`src/rtl/load_store_unit.sv`:
```
// +----------------------------------------------------------------------------+
// | load_store_unit: byte/half/word loads and stores onto a word-only memory,  |
// | with sub-word stores done as read-modify-write.                            |
// | Revision: 1.0                                                              |
// +----------------------------------------------------------------------------+
`default_nettype none

module load_store_unit #(
  parameter int ADDR_WIDTH = 32
) (
  input  logic                  Clk,
  input  logic                  Reset,
  input  logic                  ReqValid,
  input  logic                  MemRead,
  input  logic                  MemWrite,
  input  logic [1:0]            Size,
  input  logic                  Unsigned,
  input  logic [ADDR_WIDTH-1:0] Address,
  input  logic [31:0]           WriteData,
  output logic                  Stall,
  output logic [31:0]           LoadData,
  output logic                  LoadValid,
  output logic                  Fault,
  output logic [ADDR_WIDTH-1:0] DmAddress,
  output logic [31:0]           DmWriteData,
  output logic                  DmMemWrite,
  output logic                  DmMemRead,
  input  logic [31:0]           DmReadData
);

  typedef enum logic [1:0] {
    S_IDLE      = 2'd0,
    S_ACCESS    = 2'd1,
    S_RMW_READ  = 2'd2,
    S_RMW_WRITE = 2'd3
  } state_e;

  localparam logic [1:0] C_SIZE_BYTE = 2'b00;
  localparam logic [1:0] C_SIZE_HALF = 2'b01;
  localparam logic [1:0] C_SIZE_WORD = 2'b10;
  localparam logic [1:0] C_SIZE_BAD  = 2'b11;

  state_e                  state_q, state_d;
  logic [ADDR_WIDTH-1:0]   addr_q, addr_d;
  logic [31:0]             wdata_q, wdata_d;
  logic [1:0]              size_q, size_d;
  logic                    uns_q, uns_d;
  logic                    load_q, load_d;
  logic [31:0]             merge_q, merge_d;
  logic [31:0]             load_data_q, load_data_d;
  logic                    load_valid_q, load_valid_d;
  logic                    fault_q, fault_d;

  logic                    w_req_active;
  logic                    w_illegal;
  logic [31:0]             w_lane;
  logic [31:0]             w_extended;
  logic [31:0]             w_merged;

  assign w_req_active = ReqValid & (MemRead | MemWrite);
  assign w_illegal    = (MemRead & MemWrite)
                      | (Size == C_SIZE_BAD)
                      | ((Size == C_SIZE_HALF) & Address[0])
                      | ((Size == C_SIZE_WORD) & (Address[1:0] != 2'b00));

  // Selected lane brought down to bit 0, then extended by size.
  assign w_lane = DmReadData >> {addr_q[1:0], 3'b000};

  always_comb begin
    w_extended = w_lane;
    case (size_q)
      C_SIZE_BYTE: w_extended = uns_q ? {24'h0, w_lane[7:0]}
                                      : {{24{w_lane[7]}}, w_lane[7:0]};
      C_SIZE_HALF: w_extended = uns_q ? {16'h0, w_lane[15:0]}
                                      : {{16{w_lane[15]}}, w_lane[15:0]};
      default:     w_extended = w_lane;
    endcase
  end

  always_comb begin
    w_merged = merge_q;
    if (size_q == C_SIZE_BYTE) begin
      w_merged[{addr_q[1:0], 3'b000} +: 8] = wdata_q[7:0];
    end else begin
      w_merged[{addr_q[1], 4'b0000} +: 16] = wdata_q[15:0];
    end
  end

  always_comb begin
    state_d      = state_q;
    addr_d       = addr_q;
    wdata_d      = wdata_q;
    size_d       = size_q;
    uns_d        = uns_q;
    load_d       = load_q;
    merge_d      = merge_q;
    load_data_d  = load_data_q;
    load_valid_d = 1'b0;
    fault_d      = 1'b0;
    DmMemRead    = 1'b0;
    DmMemWrite   = 1'b0;
    DmWriteData  = 32'h0;

    case (state_q)
      S_IDLE: begin
        if (w_req_active) begin
          if (w_illegal) begin
            fault_d = 1'b1;
          end else begin
            addr_d  = Address;
            wdata_d = WriteData;
            size_d  = Size;
            uns_d   = Unsigned;
            load_d  = MemRead;
            state_d = (MemRead || (Size == C_SIZE_WORD)) ? S_ACCESS : S_RMW_READ;
          end
        end
      end
      S_ACCESS: begin
        if (load_q) begin
          DmMemRead    = 1'b1;
          load_data_d  = w_extended;
          load_valid_d = 1'b1;
        end else begin
          DmMemWrite  = 1'b1;
          DmWriteData = wdata_q;
        end
        state_d = S_IDLE;
      end
      S_RMW_READ: begin
        DmMemRead = 1'b1;
        merge_d   = DmReadData;
        state_d   = S_RMW_WRITE;
      end
      S_RMW_WRITE: begin
        DmMemWrite  = 1'b1;
        DmWriteData = w_merged;
        state_d     = S_IDLE;
      end
      default: state_d = S_IDLE;
    endcase
  end

  always_ff @(posedge Clk or posedge Reset) begin
    if (Reset) begin
      state_q      <= S_IDLE;
      addr_q       <= '0;
      wdata_q      <= 32'h0;
      size_q       <= 2'b00;
      uns_q        <= 1'b0;
      load_q       <= 1'b0;
      merge_q      <= 32'h0;
      load_data_q  <= 32'h0;
      load_valid_q <= 1'b0;
      fault_q      <= 1'b0;
    end else begin
      state_q      <= state_d;
      addr_q       <= addr_d;
      wdata_q      <= wdata_d;
      size_q       <= size_d;
      uns_q        <= uns_d;
      load_q       <= load_d;
      merge_q      <= merge_d;
      load_data_q  <= load_data_d;
      load_valid_q <= load_valid_d;
      fault_q      <= fault_d;
    end
  end

  assign Stall     = (state_q != S_IDLE);
  assign LoadData  = load_data_q;
  assign LoadValid = load_valid_q;
  assign Fault     = fault_q;
  assign DmAddress = {addr_q[ADDR_WIDTH-1:2], 2'b00};

endmodule

`default_nettype wire
```
`config.mk`:
```
export PLATFORM = sky130hd
export DESIGN_NAME = load_store_unit
export DESIGN_NICKNAME = d
export VERILOG_FILES = /design/src/rtl/load_store_unit.sv
export SDC_FILE = /design/constraint.sdc
export NUM_CORES = 1
export LEC_CHECK = 0
export ABC_AREA = 1
export CORE_AREA = 2 2 135 137
export CTS_CLUSTER_SIZE = 20
export DETAILED_ROUTE_END_ITERATION = 6
export DIE_AREA = 0 0 137 139
export PLACE_DENSITY = 0.75
export SYNTH_ARGS = -nofsm -noshare
export SYNTH_HDL_FRONTEND = slang
export SYNTH_SLANG_ARGS = --single-unit
```
`constraint.sdc`:
```
create_clock -name Clk -period 9.4 [get_ports Clk]
set_input_delay 0.94 -clock Clk [delete_from_list [all_inputs] [get_ports Clk]]
set_output_delay 0.94 -clock Clk [all_outputs]
set_load 0.01 [all_outputs]
```
==> flow_summary.json <==
{
  "cts_hold_buf": 0,
  "cp_max_fo": 32,
  "cp.arrival_ns": 3.09,
  "setup_tns_ns": 0,
  "grt_pass1_wl_microns": 38000,
  "layout-drive-gt1-share": 0.0546,
  "nets": 1327,
  "outcome": "completed",
  "std_cell_rows": 49,
  "drcViolationCount": 0,
  "cts_resized": 0,
  "synthXorXnorAreaFrac": 0,
  "nFillCells": 1699,
  "wl_per_cell_microns": 16.5,
  "switchingPower_mw": 1.47,
  "portBuffers": 202,
  "p_int_mw": 1.99,
  "clock_skew_ns": 0.00677,
  "diodes": 0,
  "drt_wl_total_microns": 24100,
  "seqPwrFrac": 0.314,
  "post-cts-setup-buffers": 0,
  "fin_crit_sh": 0.429,
  "fp.dieArea_sq_mm": 0.0190,
  "synth.avg_cell_area_sq_um": 7.22,
  "io_pins": 205,
  "antenna_found_initial": 0,
  "irDropWorstVdd_uv": 173,
  "drt_iter0_markers": 599,
  "drv_slew": 0,
  "grt_max_degree": 72,
  "core_sq_mm": 0.0177,
  "numCtsBuffers": 17,
  "hold_slack_ns": 0.468,
  "ant_nets": 0,
  "hold_violations": 0,
  "viasPerCell": 5.32,
  "die_x_microns": 137,
  "area_delta_synth_final_pct": 30.7,
  "synth_top_area_share": 0.437,
  "synth_compound_area_frac": 0.131,
  "synth-seq-cells": 136,
  "combPwrFrac": 0.502,
  "clockBufferDepth": 2,
  "synth_top_family_by_area": "simple AND/OR/NAND/NOR gates",
  "root_buffer": "clkbuf_16",
  "rr_worst_depth": 8,
  "clock-sinks": 136,
  "p_per_area_mw_per_mm2": 339,
  "synthAdderAreaFrac": 0.0145,
  "worstSetupPathType": "reg -> out",
  "max_slew_margin": 0.389,
  "drt_pass1_iterations": 7,
  "finalSetupViolCount": 0,
  "synth_area_leaders": "dfrtp_1, nand2_1, nand3_1",
  "clk_pin_slew_ns": 0.06,
  "final_cell_area_sq_mm": 0.0102,
  "leakagePower_nw": 4.75,
  "maxCapViolations": 0,
  "grt_usage": 0.258,
  "crit_required_ns": 8.46,
  "yosysSeqAreaShare": 0.437,
  "finalWeightedCongestion": 0.922,
  "overflow": 0,
  "min_period_ns": 4.03,
  "cts_max_level": 4,
  "pwr-share-clk": 0.185,
  "min_path_cells": 2,
  "synth-simple-area-share": 0.304,
  "startpoint_type": "flop",
  "synth_mux_area_frac": 0,
  "switching_share": 0.425,
  "endpoint_kind": "output port",
  "tritoncts": "built",
  "tightest_slew_ns": 0.917,
  "syn_inst": 1079,
  "yosysWarnings": 0,
  "min_path_type": "reg -> reg",
  "ys_types": 28,
  "hpwl_microns": 17500,
  "synth_area_sq_mm": 0.00779,
  "vias": 7735,
  "dpl_cell_area_sq_mm": 0.00962,
  "fmax_mhz": 248,
  "initial_core_util": 0.441,
  "synth_top_area_cell": "dfrtp_1",
  "rsz0062_at_grt": "false",
  "die_y_microns": 139,
  "clk_latency_ns": 0.43,
  "grt_pass1_vias": 7287
}
==> state kept, by name, indices dropped and copies added (netlist names) <==
register	flops
LoadData	32
wdata_q	32
state_q	2
LoadValid	1
uns_q	1
merge_q	32
addr_q	32
size_q	2
Fault	1
load_q	1
==> layout by cell type, fill, tap and decap left out, types with 3 or more instances in the layout <==
cell / instances
a21oi_1: 22
o22ai_1: 7
o211ai_1: 33
clkdlybuf4s50_1: 202
nand3_1: 116
ha_1: 9
clkbuf_1: 3
nand3_2: 3
clkbuf_8: 4
inv_1: 79
nand2_1: 366
o21ai_1: 3
or2_2: 16
nor2_1: 60
o21ai_0: 116
clkinv_2: 3
clkbuf_16: 17
dfrtp_1: 136
buf_4: 10
==> cells in the mapped netlist, drive strengths merged <==
library cell	n
o21ai	119
a21oi	22
clkbuf	25
conb	1
a21boi	1
nand3	119
or2	16
o22ai	7
buf	72
o21a	2
nor3	1
ha	9
o211ai	33
dfrtp	136
nand4	1
nand3b	1
nor2	64
inv	82
nand2	368
==> critical path: stages, from the launching register on <==
cell,delay [ns]
dfrtp_1,0.38
inv_2,0.41
ha_1,0.40
inv_1,0.08
nand2_1,0.17
nor2_1,0.16
o21ai_0,0.14
o21ai_0,0.30
clkdlybuf4s50_1,0.60
==> cell type report <==
class / instances / area, sq um / area share
Sequential cell: 136 / 3400 / 0.334
Tap cell: 229 / 287 / 0.0281
Multi-Input combinational cell: 765 / 3530 / 0.346
Timing Repair Buffer: 212 / 2100 / 0.206
Clock inverter: 7 / 68.8 / 0.00676
Inverter: 82 / 310 / 0.0305
Clock buffer: 24 / 492 / 0.0483
==> kinds of logic (layout without fill, tap and decap cells) <==
kind of cell / Yosys count / after routing
compound gates: 184 / 184
fa+ha+maj: 9 / 9
buf+inv: 179 / 325
flops: 136 / 136
other cells: 1 / 2
simple gates: 570 / 570
==> stage by stage <==
step                utilization  cells  total power [mW]  worst slack [ns]
floorplan                     -   1080              2.16              4.82
global placement          0.545   1424              2.77              5.93
detailed placement        0.545   1424              2.80              5.88
CTS                       0.577   1455              3.46              5.42
global route              0.577   1455              3.70              5.14
finish                    0.577   1455              3.45              5.37
==> power groups by stage <==
stage	logic, mW	registers [mW]	clock network (mW)
after floorplan	1.11	1.05	0
after global placement	1.69	1.08	0
after detailed placement	1.72	1.08	0
after CTS	1.73	1.08	0.649
after global routing	1.92	1.11	0.673
final	1.73	1.08	0.638
==> layer usage <==
layer,GRT usage,vias to the layer above,part of all wire
met4,0.115,0,0.034
met5,0,-,0
met1,0.339,3582,0.40
li1,-,3719,-
met3,0.0760,58,0.11
met2,0.392,376,0.46
==> final timing paths <==
kind	from	to	slack, ns
min reg2reg	addr_q[28]	addr_q[28]	0.47
max in group asynchronous	Reset	merge_q[18]	6.94
max reg2reg	state_q[0]	wdata_q[12]	7.22
max	addr_q[1]	DmWriteData[29]	5.37
min in group asynchronous	Reset	addr_q[2]	1.02
min	addr_q[28]	addr_q[28]	0.47
Power figures use the tool's default switching activity.
